**config.mk**
```make
export PLATFORM = sky130hd
export DESIGN_NAME = alu_rr_arbiter
export DESIGN_NICKNAME = d
export VERILOG_FILES = /design/src/rtl/alu_rr_arbiter.sv
export SDC_FILE = /design/constraint.sdc
export NUM_CORES = 1
export LEC_CHECK = 0
export ABC_AREA = 1
export CORE_MARGIN = 3
export CORE_UTILIZATION = 45
export DETAILED_ROUTE_END_ITERATION = 10
export PLACE_DENSITY = 0.84
export SLEW_MARGIN = 20
export SYNTH_ARGS = -nofsm -noshare
export SYNTH_HDL_FRONTEND = slang
export SYNTH_SLANG_ARGS = --single-unit
```
**constraint.sdc**
```tcl
create_clock -name clk -period 4.7 [get_ports clk]
set_input_delay 0.705 -clock clk [delete_from_list [all_inputs] [get_ports clk]]
set_output_delay 0.705 -clock clk [all_outputs]
set_load 0.05 [all_outputs]
```
**src/rtl/alu_rr_arbiter.sv**
```systemverilog
// Round-robin front end that shares one combinational ALU among NUM_REQ requesters.
// One transaction in flight: grant, let the ALU settle a cycle, then hold the tagged result.
module alu_rr_arbiter #(
  parameter int NUM_REQ = 4,
  parameter int WIDTH   = 8,
  parameter int SEL_W   = 4,
  localparam int ID_W   = $clog2(NUM_REQ)
) (
  input  logic                     clk,
  input  logic                     rst_n,
  input  logic [NUM_REQ-1:0]       req_valid,
  output logic [NUM_REQ-1:0]       req_ready,
  input  logic [NUM_REQ*WIDTH-1:0] req_a,
  input  logic [NUM_REQ*WIDTH-1:0] req_b,
  input  logic [NUM_REQ*SEL_W-1:0] req_sel,
  output logic [WIDTH-1:0]         alu_a,
  output logic [WIDTH-1:0]         alu_b,
  output logic [SEL_W-1:0]         alu_sel,
  input  logic [WIDTH-1:0]         alu_out,
  input  logic                     alu_carry,
  output logic                     rsp_valid,
  input  logic                     rsp_ready,
  output logic [ID_W-1:0]          rsp_id,
  output logic [WIDTH-1:0]         rsp_data,
  output logic                     rsp_carry
);

  // state | meaning
  // IDLE  | scanning requesters from ptr; grant is combinational
  // EXEC  | operands registered, ALU output settling
  // RESP  | tagged result held on rsp_* until rsp_ready
  typedef enum logic [1:0] {
    IDLE = 2'd0,
    EXEC = 2'd1,
    RESP = 2'd2
  } state_t;

  state_t          state, state_nxt;
  logic [ID_W-1:0] ptr, ptr_nxt, id, win_idx;
  logic [ID_W:0]   scan_idx;
  logic            win_found, accept, capture, release_rsp;

  // First valid requester at or after ptr, wrapping modulo NUM_REQ.
  always_comb begin
    win_found = 1'b0;
    win_idx   = '0;
    scan_idx  = '0;
    for (int k = 0; k < NUM_REQ; k++) begin
      scan_idx = {1'b0, ptr} + (ID_W+1)'(k);
      if (scan_idx >= (ID_W+1)'(NUM_REQ))
        scan_idx = scan_idx - (ID_W+1)'(NUM_REQ);
      if (!win_found && req_valid[scan_idx[ID_W-1:0]]) begin
        win_found = 1'b1;
        win_idx   = scan_idx[ID_W-1:0];
      end
    end
  end

  assign ptr_nxt = (win_idx == ID_W'(NUM_REQ-1)) ? '0 : win_idx + ID_W'(1);

  always_comb begin
    state_nxt   = state;
    req_ready   = '0;
    accept      = 1'b0;
    capture     = 1'b0;
    release_rsp = 1'b0;
    case (state)
      IDLE: begin
        if (win_found) begin
          req_ready = NUM_REQ'(1) << win_idx;
          accept    = 1'b1;
          state_nxt = EXEC;
        end
      end
      EXEC: begin
        capture   = 1'b1;
        state_nxt = RESP;
      end
      RESP: begin
        if (rsp_ready) begin
          release_rsp = 1'b1;
          state_nxt   = IDLE;
        end
      end
      default: state_nxt = IDLE;
    endcase
  end

  always_ff @(posedge clk or negedge rst_n) begin
    if (!rst_n) state <= IDLE;
    else        state <= state_nxt;
  end

  always_ff @(posedge clk or negedge rst_n) begin
    if (!rst_n) begin
      ptr       <= '0;
      id        <= '0;
      alu_a     <= '0;
      alu_b     <= '0;
      alu_sel   <= '0;
      rsp_valid <= 1'b0;
      rsp_id    <= '0;
      rsp_data  <= '0;
      rsp_carry <= 1'b0;
    end else begin
      if (accept) begin
        ptr     <= ptr_nxt;
        id      <= win_idx;
        alu_a   <= req_a[int'(win_idx)*WIDTH +: WIDTH];
        alu_b   <= req_b[int'(win_idx)*WIDTH +: WIDTH];
        alu_sel <= req_sel[int'(win_idx)*SEL_W +: SEL_W];
      end
      if (capture) begin
        rsp_data  <= alu_out;
        rsp_carry <= alu_carry;
        rsp_id    <= id;
        rsp_valid <= 1'b1;
      end
      if (release_rsp) rsp_valid <= 1'b0;
    end
  end

endmodule

```
==> reports/results.tsv, run 1 <==
metric	value	unit
worst-path-buf-inv	5	
dr_wl_met3	441	um
hold-worst-slack	472	ps
cts_setup_buffers	0	
synth_edf_count	0	
syn_nets	485	
r2r_cells	14	
worst_setup_path_start_kind	input port	
status	finished clean	
slowest_delay	420	ps
antenna_left	0	
die_area	0.00702	mm^2
total_power	0.00358	W
ys.flop_type	dfrtp_1	
synth_top_area_cell	dfrtp_1	
path_cells	clkdlybuf4s50_1, inv_1, nand2_1, nand3_2, nand2_2, nor2_8, nand3_2, nand3_2, buf_4, ha_1, inv_1, nor2_1, buf_4	
crit_end	req_ready[2]	
cts-root-buf	clkbuf_8	
boundaryPins	132	
synth_warnings	0	
slowest_stage	clkdlybuf4s50_1	
dr_total_vias	2779	
r2r_start	ptr[0]	
cts.sinks	38	
path_clk_slew	70	ps
synth_common_cells	nand2_1, inv_1, dfrtp_1, nand3_1, nand2_2	
clock_latency	280	ps
syn_avg_cell_area	7.04	um^2
path_delay_family	buffers and inverters	
grt_pass1_vias	2871	
highest_layer	met4	
skew	5.14	ps
rr_endpoint	alu_b[6]	
worstSetupPathType	input port to output port	
rows	27	
r2r_slack	2280	ps
finalCriticalPeriod	3670	ps
cts-buffers-inserted	5	
grt_pass1_wl	12600	um
powerDensity	868	mW/mm^2
globalplace.congestion	0.900	
nFillCells	447	
coreArea	0.00568	mm^2
first_iter_violations	104	
crit_top_cell	nand3_2	
layout.nets	608	
async_flop_share	100	%
slew_headroom	44.1	%
crit_fanout	30	
vdd_drop_max	0.572	mV
port_buffers	131	
fmax	272	MHz
wl_met1	2890	um
cap_violations	0	
die_h	83.8	um
groute.usage.overall	21.6	%
grt_overflow	0	
synth_top_area_share	34.9	%
syn_inst	387	
pre_cts_ws	1040	ps
synth-seq-area-share	34.9	%
clk_path_buf_depth	2	
drt_wl_total	7400	um
finalCritPeriodShare	78.1	%
diodes	0	
syn_area	0.00272	mm^2
dr.pass1.iters	4	
place_hpwl	5890	um
hp-class	flop to flop	
met2_length	3950	um
p_leak	2.13	nW
ys_types	23	
end_kind	output port	
cts_resized	0	
ys_top_cells_by_area	dfrtp_1, nand2_1, inv_1	
post_dp_cell_area	0.00403	mm^2
initial_utilization	48.0	%
path_depth	13	
cts_tree	built	
finalHoldViolations	0	
slew_viol_final	0	
cp.arrival	2970	ps
yosysMostFrequentCell	nand2_1	
fin_setup_tns	0	ps
worst_slew_pin_slew	839	ps
dieWidth	83.8	um
stdcell_area	0.00413	mm^2
setup_slack	1030	ps
cts_hold_repair.buffers	0	
routedWlPerCell	12.7	um
cts-htree-levels	2	
rsz0062_at_grt	false	
antenna_found_initial	0	
layout-drive-gt1-share	13.9	%
ys_ff_latch	38	
area_delta_synth_final	51.5	%
grt_max_degree	39	
setup_viol	0	
drc	0	
crit_required	3990	ps
cp-startpoint	req_valid[3]	
via_per_inst	4.77	
==> state kept, by name, indices dropped and copies added (netlist names) <==
name	count
alu_a	8
alu_b	8
alu_sel	4
id	2
ptr	2
rsp_carry	1
rsp_data	8
rsp_id	2
rsp_valid	1
state	2
==> logic make-up after synthesis <==
| group | Yosys count | share of synthesized area (%) |
|---|---|---|
| flip-flops | 38 | 34.9 |
| adder cells (fa/ha/maj) | 2 | 0.919 |
| buffers and inverters | 72 | 12.4 |
| AO/OA/AOI/OAI | 25 | 8.18 |
| AND/OR/NAND/NOR | 250 | 43.5 |
==> cells in the final DEF (no fill, tap or decap), types with 4 or more instances in the layout <==
cell             instances
dfrtp_1                 38
clkdlybuf4s50_1        126
nand2_2                 17
o21ai_1                  5
nor2_1                   6
nand3_1                 30
clkbuf_8                 6
o211ai_2                12
nand3_2                 14
nand2_1                176
inv_1                   49
inv_2                    5
o21ai_0                  4
==> worst min-delay path: cells and delay by family (launching register included) <==
| kind | cells | cell delay (ps) |
|---|---|---|
| and+or+nand+nor | 2 | 100 |
| DFF | 1 | 340 |
==> area by class of cell <==
class / instances / area (um^2) / area share, %
multi-input cells: 277 / 1430 / 34.7
repair buffers: 133 / 1350 / 32.7
flip-flops and latches: 38 / 951 / 23.0
inverters: 55 / 209 / 5.06
well taps: 72 / 90.1 / 2.18
clock buffers: 6 / 82.6 / 2.00
clock inverters: 2 / 12.5 / 0.303
==> through the flow <==
stage | utilization (%) | std cells
floorplan | - | 387
global placement | 71.1 | 575
detailed placement | 71.1 | 575
CTS | 72.7 | 583
global route | 72.7 | 583
finish | 72.7 | 583
==> metal layers <==
metal / vias to the layer above / GRT usage, %
met3: 11 / 4.24
met2: 97 / 40.7
met5: - / 0
met1: 1236 / 24.3
met4: 0 / 5.99
li1: 1435 / -
==> where the power goes <==
part           switching (W)  total, W  internal (W)
Sequential          0.000101  0.000606      0.000505
Combinational        0.00184   0.00275      0.000902
Clock               0.000113  0.000231      0.000118
==> worst min-delay path by stage <==
stage	startpoint	to	slack (ps)	cells past startpoint
floorplan	rst_n	alu_a[0]	410	0
finish	rsp_data[6]	rsp_data[6]	470	2
global placement	rsp_data[2]	rsp_data[2]	450	2
global route	rsp_data[1]	rsp_data[1]	500	2
detailed placement	rsp_data[6]	rsp_data[6]	460	2
CTS	rsp_data[6]	rsp_data[6]	480	2
(Power assumes the default switching activity.)
==> inputs of run 2 (changes only) <==
- CORE_UTILIZATION: 45 -> 37
- PLACE_DENSITY: 0.84 -> 0.73
- clock period: 4.7 -> 3.15 ns (I/O delays scaled with it)
==> reports/results.tsv, run 2 (synthesis gave the netlist of run 1 again) <==
metric	value	unit	change
rsz0062_at_grt	false		
r2r_start	ptr[0]		
cts_tree	built		
r2r_slack	760	ps	-1520 ps
boundaryPins	132		unchanged
die_area	0.00843	mm^2	+20%
dr_total_vias	2830		+1.8%
path_cells	clkdlybuf4s50_1, inv_1, nand2_1, nand3_2, nand2_2, nor2_8, nand3_2, nand3_2, inv_2, ha_1, inv_1, nor2_1, buf_12		
most-common-layout-cells	nand2_1, clkdlybuf4s50_1, inv_1		
setup_slack	221	ps	-807 ps
crit_end	req_ready[3]		
first_iter_violations	107		+2.9%
slew_headroom	42.8	%	-1.3 points
dr_wl_met3	441	um	unchanged
finalCritPeriodShare	93.0	%	
worst_slew_pin_slew	858	ps	+19.1 ps
antenna_left	0		unchanged
p_leak	2.16	nW	+1.6%
path_delay_family	simple AND/OR/NAND/NOR gates		
cp-startpoint	req_valid[1]		
grt_max_degree	39		unchanged
dr.pass1.iters	4		unchanged
cap_violations	0		unchanged
finalCriticalPeriod	2930	ps	
wl_met1	3150	um	+9.2%
slowest_delay	480	ps	+60 ps
pre_cts_ws	222	ps	-815 ps
cp.arrival	2460	ps	-510 ps
total_power	0.00557	W	+55%
groute.usage.overall	17.5	%	-4.0 points
vdd_drop_max	0.743	mV	+30%
path_depth	13		unchanged
cts-htree-levels	2		unchanged
slowest_stage	clkdlybuf4s50_1		
via_per_inst	4.64		-2.7%
crit_required	2680	ps	-1310 ps
clock_latency	280	ps	about the same
highest_layer	met4		
grt_overflow	0		unchanged
cts_hold_repair.buffers	0		unchanged
slew_viol_final	0		unchanged
port_buffers	131		unchanged
grt_pass1_vias	2732		-4.8%
initial_utilization	39.0	%	-9.0 points
coreArea	0.00698	mm^2	+23%
crit_fanout	12		-60%
status	finished clean		
cts-root-buf	clkbuf_8		
rr_endpoint	alu_a[7]		
final_common_cell	nand2_1		
crit_top_cell	nand3_2		
r2r_cells	13		-1
place_hpwl	5910	um	+0.22%
cts_resized	0		unchanged
area_delta_synth_final	55.1	%	
rows	30		+11%
worstSetupPathType	input port to output port		
met2_length	3920	um	-0.78%
drc	0		unchanged
end_kind	output port		
routedWlPerCell	12.4	um	-2.5%
setup_viol	0		unchanged
grt_pass1_wl	12200	um	-2.8%
drt_wl_total	7550	um	+2.0%
top_regs	alu_a: 8 flops, alu_b: 8 flops, rsp_data: 8 flops		
hp-class	input port to async pin		
layout-drive-gt1-share	14.6	%	+0.70 points
hold-worst-slack	297	ps	-175 ps
globalplace.congestion	0.806		-10%
skew	4.05	ps	-1.09 ps
diodes	0		unchanged
cts_setup_buffers	0		unchanged
fin_setup_tns	0	ps	unchanged
finalHoldViolations	0		unchanged
dieWidth	91.8	um	+9.5%
cts.sinks	38		unchanged
clk_path_buf_depth	2		unchanged
cts-buffers-inserted	5		unchanged
fmax	341	MHz	
path_clk_slew	80	ps	about the same
post-route-util	60.5	%	-12 points
die_h	91.8	um	+9.5%
powerDensity	1320	mW/mm^2	+52%
layout.nets	611		+0.49%
worst-path-buf-inv	5		unchanged
worst_setup_path_start_kind	input port		
antenna_found_initial	0		unchanged
## run 2: how the worst min path moves through the flow
| stage | start | end | slack [ps] |
|---|---|---|---|
| final | rst_n | rsp_data[0] | 300 |
| after global placement | rsp_data[1] | rsp_data[1] | 450 |
| after CTS | rst_n | alu_a[1] | 320 |
| after global routing | rst_n | ptr[0] | 360 |
| after floorplan | rst_n | alu_a[0] | 180 |
| after detailed placement | rsp_data[6] | rsp_data[6] | 460 |
## run 2: layer usage
layer	up-vias	GRT usage, %
met1	1304	21.0
li1	1437	-
met3	4	4.18
met2	85	32.3
met5	-	0
met4	0	2.72
## run 2: report_power, final
part / switching (W) / internal, W
Sequential: 0.000149 / 0.000755
Clock: 0.000179 / 0.000317
Combinational: 0.00278 / 0.00139
Total: 0.00310 / 0.00246
## run 2: worst register-to-register path: stages (launching register included)
cell and delay, ps:
dfrtp_2 500, inv_2 190, nand2_1 100, nand3_2 80
nand2_2 100, nor2_8 140, nand3_2 250, nand3_2 230
buf_4 320, nand2_1 110, nand3_1 100, nand2_1 60
nand2_1 50, nand2_1 50
## run 2: metrics by stage
| stage | area [um^2] | cells |
|---|---|---|
| finish | 4220 | 610 |
| global route | 4220 | 610 |
| CTS | 4220 | 610 |
| detailed placement | 4090 | 602 |
| global placement | 4090 | 602 |
| floorplan | 2720 | 387 |
## run 2: final cells by class
type	count	area (um^2)
fillers	654	2760
clock inverters	3	68.8
clock buffers	5	68.8
multi-input cells	277	1430
inverters	55	209
well taps	96	120
flip-flops and latches	38	952
repair buffers	136	1370
==> inputs of run 3 (changes only) <==
- HOLD_SLACK_MARGIN: not set -> 0.08
==> results of run 3 <==
The final DEF is identical to that of run 2; final timing and power are the same.
